## config.mk

```make
export PLATFORM = sky130hd
export DESIGN_NAME = seg7_scan_ctrl
export DESIGN_NICKNAME = d
export VERILOG_FILES = /design/src/rtl/seg7_scan_ctrl.sv
export SDC_FILE = /design/constraint.sdc
export NUM_CORES = 1
export LEC_CHECK = 0
export CAP_MARGIN = 10
export CELL_PAD_IN_SITES_DETAIL_PLACEMENT = 0
export CELL_PAD_IN_SITES_GLOBAL_PLACEMENT = 1
export CORE_MARGIN = 2
export CORE_UTILIZATION = 33
export CTS_CLUSTER_DIAMETER = 150
export CTS_CLUSTER_SIZE = 28
export DETAILED_ROUTE_END_ITERATION = 7
export PLACE_DENSITY = 0.72
export RECOVER_POWER = 25
export SLEW_MARGIN = 40
export SYNTH_ARGS = -nofsm -noshare
export SYNTH_HDL_FRONTEND = slang
export SYNTH_SLANG_ARGS = --single-unit
```

## constraint.sdc

```tcl
create_clock -name clk -period 2.7 [get_ports clk]
set_clock_uncertainty 0.1 [all_clocks]
set_input_delay 0.54 -clock clk [delete_from_list [all_inputs] [get_ports clk]]
set_output_delay 0.54 -clock clk [all_outputs]
set_load 0.005 [all_outputs]
```

## src/rtl/seg7_scan_ctrl.sv

```systemverilog
// rtl/seg7_scan_ctrl.sv - 4-digit multiplexed seven-segment scan controller (optional SEG7_LZB_EN leading-zero blanking)
module seg7_scan_ctrl #(
    parameter int PRESCALE  = 1000,
    parameter int BLANK_CYC = 8,
    parameter int CNT_W     = 16
) (
    input  logic       clk,
    input  logic       rst,
    input  logic       ready,
    input  logic [3:0] A,
    input  logic [3:0] B,
    input  logic [3:0] C,
    input  logic [3:0] D,
    input  logic       enable,
    output logic [3:0] an,
    output logic [6:0] seg,
    output logic       frame
);

    typedef enum logic [1:0] {S_A = 2'd0, S_B = 2'd1, S_C = 2'd2, S_D = 2'd3} slot_e;

    slot_e             state_q, state_d;
    logic [CNT_W-1:0]  cnt_q, cnt_d;
    logic              tick;
    logic              ready_q;
    logic              rdy_rise;
    logic              pend_q;
    logic [15:0]       pnd_q;
    logic [15:0]       disp_q;
    logic [3:0]        an_q, an_d;
    logic [6:0]        seg_q, seg_d;
    logic [3:0]        cur_digit;
    logic              cur_blank;

    function automatic logic [6:0] seg7_decode(input logic [3:0] v);
        logic [6:0] s;
        case (v)
            4'd0:    s = 7'h40;
            4'd1:    s = 7'h79;
            4'd2:    s = 7'h24;
            4'd3:    s = 7'h30;
            4'd4:    s = 7'h19;
            4'd5:    s = 7'h12;
            4'd6:    s = 7'h02;
            4'd7:    s = 7'h78;
            4'd8:    s = 7'h00;
            4'd9:    s = 7'h10;
            default: s = 7'h3F;
        endcase
        return s;
    endfunction

    assign tick     = enable && (cnt_q == CNT_W'(PRESCALE - 1));
    assign rdy_rise = ready & ~ready_q;

    // Prescaler: counts clocks within a slot, held at zero while dark
    always_comb begin
        cnt_d = '0;
        if (enable && !tick) begin
            cnt_d = cnt_q + 1'b1;
        end
    end

    // Prescaler register
    always_ff @(posedge clk) begin
        if (rst) begin
            cnt_q <= '0;
        end else begin
            cnt_q <= cnt_d;
        end
    end

    // Slot FSM state register
    always_ff @(posedge clk) begin
        if (rst) begin
            state_q <= S_A;
        end else begin
            state_q <= state_d;
        end
    end

    // Slot FSM next state: advance on tick, restart at slot A when disabled
    always_comb begin
        state_d = state_q;
        if (!enable) begin
            state_d = S_A;
        end else if (tick) begin
            case (state_q)
                S_A:     state_d = S_B;
                S_B:     state_d = S_C;
                S_C:     state_d = S_D;
                default: state_d = S_A;
            endcase
        end
    end

    // Slot FSM outputs: frame boundary pulse and the digit shown in this slot
    always_comb begin
        frame     = tick && (state_q == S_D);
        cur_digit = 4'd0;
        cur_blank = 1'b0;
        case (state_q)
            S_A: begin
                cur_digit = disp_q[15:12];
`ifdef SEG7_LZB_EN
                cur_blank = (disp_q[15:12] == 4'd0);
`endif
            end
            S_B: begin
                cur_digit = disp_q[11:8];
`ifdef SEG7_LZB_EN
                cur_blank = (disp_q[15:8] == 8'd0);
`endif
            end
            S_C: begin
                cur_digit = disp_q[7:4];
`ifdef SEG7_LZB_EN
                cur_blank = (disp_q[15:4] == 12'd0);
`endif
            end
            default: begin
                cur_digit = disp_q[3:0];
                cur_blank = 1'b0;
            end
        endcase
    end

    // Next anode/segment drive from the current slot and blanking window
    always_comb begin
        an_d  = 4'hF;
        seg_d = 7'h7F;
        if (enable) begin
            if (cnt_q >= CNT_W'(BLANK_CYC)) begin
                case (state_q)
                    S_A:     an_d = 4'b0111;
                    S_B:     an_d = 4'b1011;
                    S_C:     an_d = 4'b1101;
                    default: an_d = 4'b1110;
                endcase
            end
            if (!cur_blank) begin
                seg_d = seg7_decode(cur_digit);
            end
        end
    end

    // Registered display outputs, one clock behind the scan position
    always_ff @(posedge clk) begin
        if (rst) begin
            an_q  <= 4'hF;
            seg_q <= 7'h7F;
        end else begin
            an_q  <= an_d;
            seg_q <= seg_d;
        end
    end

    assign an  = an_q;
    assign seg = seg_q;

    // Digit capture into pending regs; commit to displayed regs only at a frame boundary
    always_ff @(posedge clk) begin
        if (rst) begin
            ready_q <= 1'b0;
            pend_q  <= 1'b0;
            pnd_q   <= '0;
            disp_q  <= '0;
        end else begin
            ready_q <= ready;
            if (frame) begin
                if (rdy_rise) begin
                    disp_q <= {A, B, C, D};
                end else if (pend_q) begin
                    disp_q <= pnd_q;
                end
                pend_q <= 1'b0;
            end else if (rdy_rise) begin
                pnd_q  <= {A, B, C, D};
                pend_q <= 1'b1;
            end
        end
    end

endmodule

```

==> results of run 1 <==
[metrics by stage]
stage	worst slack (ns)	instances
floorplan	0.237	331
global placement	0.0425	469
detailed placement	0.0337	469
CTS	0.0625	485
global route	0.0303	485
finish	0.0993	485
[worst max-delay path, cell delays in order, from the launching register on]
cell and delay [ns]:
dfxtp_1 0.31, or4_4 0.54, or3_4 0.42, nor2_4 0.12, dlygate4sd2_1 0.24
[cell type report]
class	count	share of cell area, %
Multi-Input combinational cell	233	44.3
Sequential cell	63	33.1
Timing Repair Buffer	49	11.5
Clock buffer	11	3.98
Tap cell	111	3.65
Clock inverter	5	2.10
Inverter	13	1.28
[state kept, by name, summed over array words and instances (netlist names)]
register,cells
seg,7
an,4
pend_q,1
ready_q,1
cnt_q,16
disp_q,16
pnd_q,16
state_q,2
[layout by cell type, fill, tap and decap left out, types with 12 or more instances in the layout]
| cell | n |
|---|---|
| dfxtp_1 | 63 |
| mux2i_1 | 36 |
| nand2b_1 | 34 |
| nor2_1 | 20 |
| a21oi_1 | 20 |
| clkdlybuf4s50_1 | 18 |
| o31ai_1 | 16 |
| or4_1 | 16 |
| buf_4 | 16 |
| inv_1 | 13 |
| nand3_1 | 12 |
| dlygate4sd3_1 | 12 |
[power by group through the flow]
stage	logic (mW)	registers, mW	clock network [mW]
floorplan	0.0880	0.982	0
global placement	0.154	0.982	0
detailed placement	0.157	0.984	0
CTS	0.158	0.962	0.973
global route	0.169	0.964	1.02
finish	0.153	0.962	0.940
[worst paths after layout]
kind,end,slack (ns),depth (start not counted)
min reg2reg,disp_q[2],0.37,2
max,frame,0.1,4
min,disp_q[2],0.37,2
max reg2reg,disp_q[6],0.26,5
[timing repair]
action | in CTS | in global routing
setup endpoints to repair | 1 | 0
hold buffers | 0 | 0
resized for setup | 4 | 0
[cell families (layout without fill, tap and decap cells)]
family                     after synthesis  count (layout)  synth area share (%)
xor gates and xnor gates                13              13                  3.70
buffers and inverters                   35              78                  4.76
AOI/OAI and AO/OA                       53              53                  11.3
muxes                                   39              39                  12.8
DFF                                     63              63                  41.0
adders and majority gates               10              10                  4.07
and+or+nand+nor                        118             118                  22.4
[layer usage]
layer  wire, um  up-vias  GRT usage (%)
met2       2890       48           20.3
li1           -     1262              -
met5          0        -              0
met4         78        0           6.64
met1       3330     1125           19.7
met3        279        9           3.26
==> summary.txt, run 1 <==
Finish
  • Antenna Cells: 0
  • Layout cells sized above 1: 11.2%
  • Layout fillers: 881
  • Layout area overhead: 23.7%
  • Final core utilization: 41.6%
  • Multi-input logic area: 0.00169 sq mm
  • Nets: 399
  • Fin area: 0.00380 sq mm
  • FF/Latch Area: 0.00126 sq mm

Power and ir drop
  • Power Internal: 1.60 mW
  • Sw Ratio: 22.1%
  • Clk pwr share: 45.7%
  • Psw: 455 uW
  • IR drop worst, VDD: 0.201 mV
  • Seq pwr share: 46.8%
  • Leak: 1.30 nW
  • Final Power: 2.06 mW
  • Power Density: 540 mW/mm^2
  • Comb pwr share: 7.5%

Yosys
  • Cell Area, Synth: 0.00308 sq mm
  • Warnings from Yosys: 0
  • Commonest cells in the netlist: dfxtp_1 (63), mux2i_1 (36), nand2b_1 (34)
  • Synth Register Bits: 63
  • Post-synthesis sequential area ratio: 41.0%
  • Post-Syn Nets: 361
  • Top cells by area, synth: dfxtp_1 (41%), mux2i_1 (12%), nand2b_1 (6.9%)
  • Ys async rst share: 0%
  • Synth cell types: 38
  • Post-synth top area share: 41.0%
  • Largest area contributor in the netlist: dfxtp_1
  • EDFF count, synth: 0
  • Cells after synthesis: 331
  • Most frequent cell after synthesis: dfxtp_1
  • Post-Syn Area per Cell: 9.30 sq um
  • Post-synth top flop: dfxtp_1

Die
  • Area of the die: 0.0101 sq mm
  • Row cnt: 35
  • Initial cell density of the core: 33.6%
  • Die Ht: 101 um
  • Number of I/O pins: 32
  • Core ar.: 0.00915 sq mm
  • Die X: 101 um

Drt
  • WL per Instance: 13.6 um
  • Initial DRC Count: 144
  • Drt total wl: 6590 um
  • DRC: 0
  • DR vias: 2444
  • DRT antenna net count: 0
  • Mean number of vias per cell: 5.04
  • DRT Pass-1 Iters: 4

Placement
  • I/O Buffers: 31
  • Placer Congestion: 0.782
  • Post-DP Area: 0.00357 sq mm
  • Post-DP HPWL: 4560 um

STA
  • Min cycle time layout: 2.60 ns
  • Worst-margin pin slew: 0.776 ns
  • Fmax: 385 MHz
  • Final worst path period share: 96.3%
  • Setup TNS: 0 ns
  • Fin. Hold Viols: 0
  • Unrepaired setup endpoints after global routing: no
  • Final Setup Violations: 0
  • Final Max Tran Viols: 0
  • Worst hold slack: 0.368 ns
  • Worst slew margin: 48.3%

Clocking
  • TritonCTS Buffers: 9
  • TritonCTS clock tree: done
  • Worst skew pair latency: 0.34 ns
  • # clock sinks: 63
  • Post-CTS setup buffer count: 0
  • CTS Root Cell: clkbuf_8
  • Clk buf depth: 2
  • CTS H-Tree Depth: 3
  • Clock input transition at the sequential cells of the worst setup and hold paths: 0.07 ns

Worst setup path
  • CP Launch Point: cnt_q[14]
  • CP Data Arrival Time: 1.96 ns
  • Worst r2r src: cnt_q[14]
  • Startpoint Class: flop
  • CP max FO: 3
  • CP required: 2.06 ns
  • CP Capture Type: output port
  • CP Class: flop to output port

Job
  • Max_cap viols: 0

Global route
  • Total track usage: 14.0%
  • Number of antenna violations at the first check in global routing: 0
  • Number of global-route vias before repair: 2296
  • Grt total ovfl: 0
  • Pin count of the biggest net entering global routing: 51
  • First-pass GRT wire length: 11100 um

Hold path
  • Hold_sp: disp_q[2]
  • Worst min path class: flop to flop

Status
  • Outcome: finished, final reports clean
Power figures use the tool's default switching activity.
==> inputs of run 2 (changes only) <==
Settings changed: CTS_CLUSTER_SIZE 28 to 40.
==> results of run 2 <==
No change in the layout: final DEF, timing and power equal those of run 1.
==> inputs of run 3 (changes only) <==
Settings changed: HOLD_SLACK_MARGIN set to 0.03.
==> results of run 3 <==
No change in the layout: final DEF, timing and power equal those of run 1.
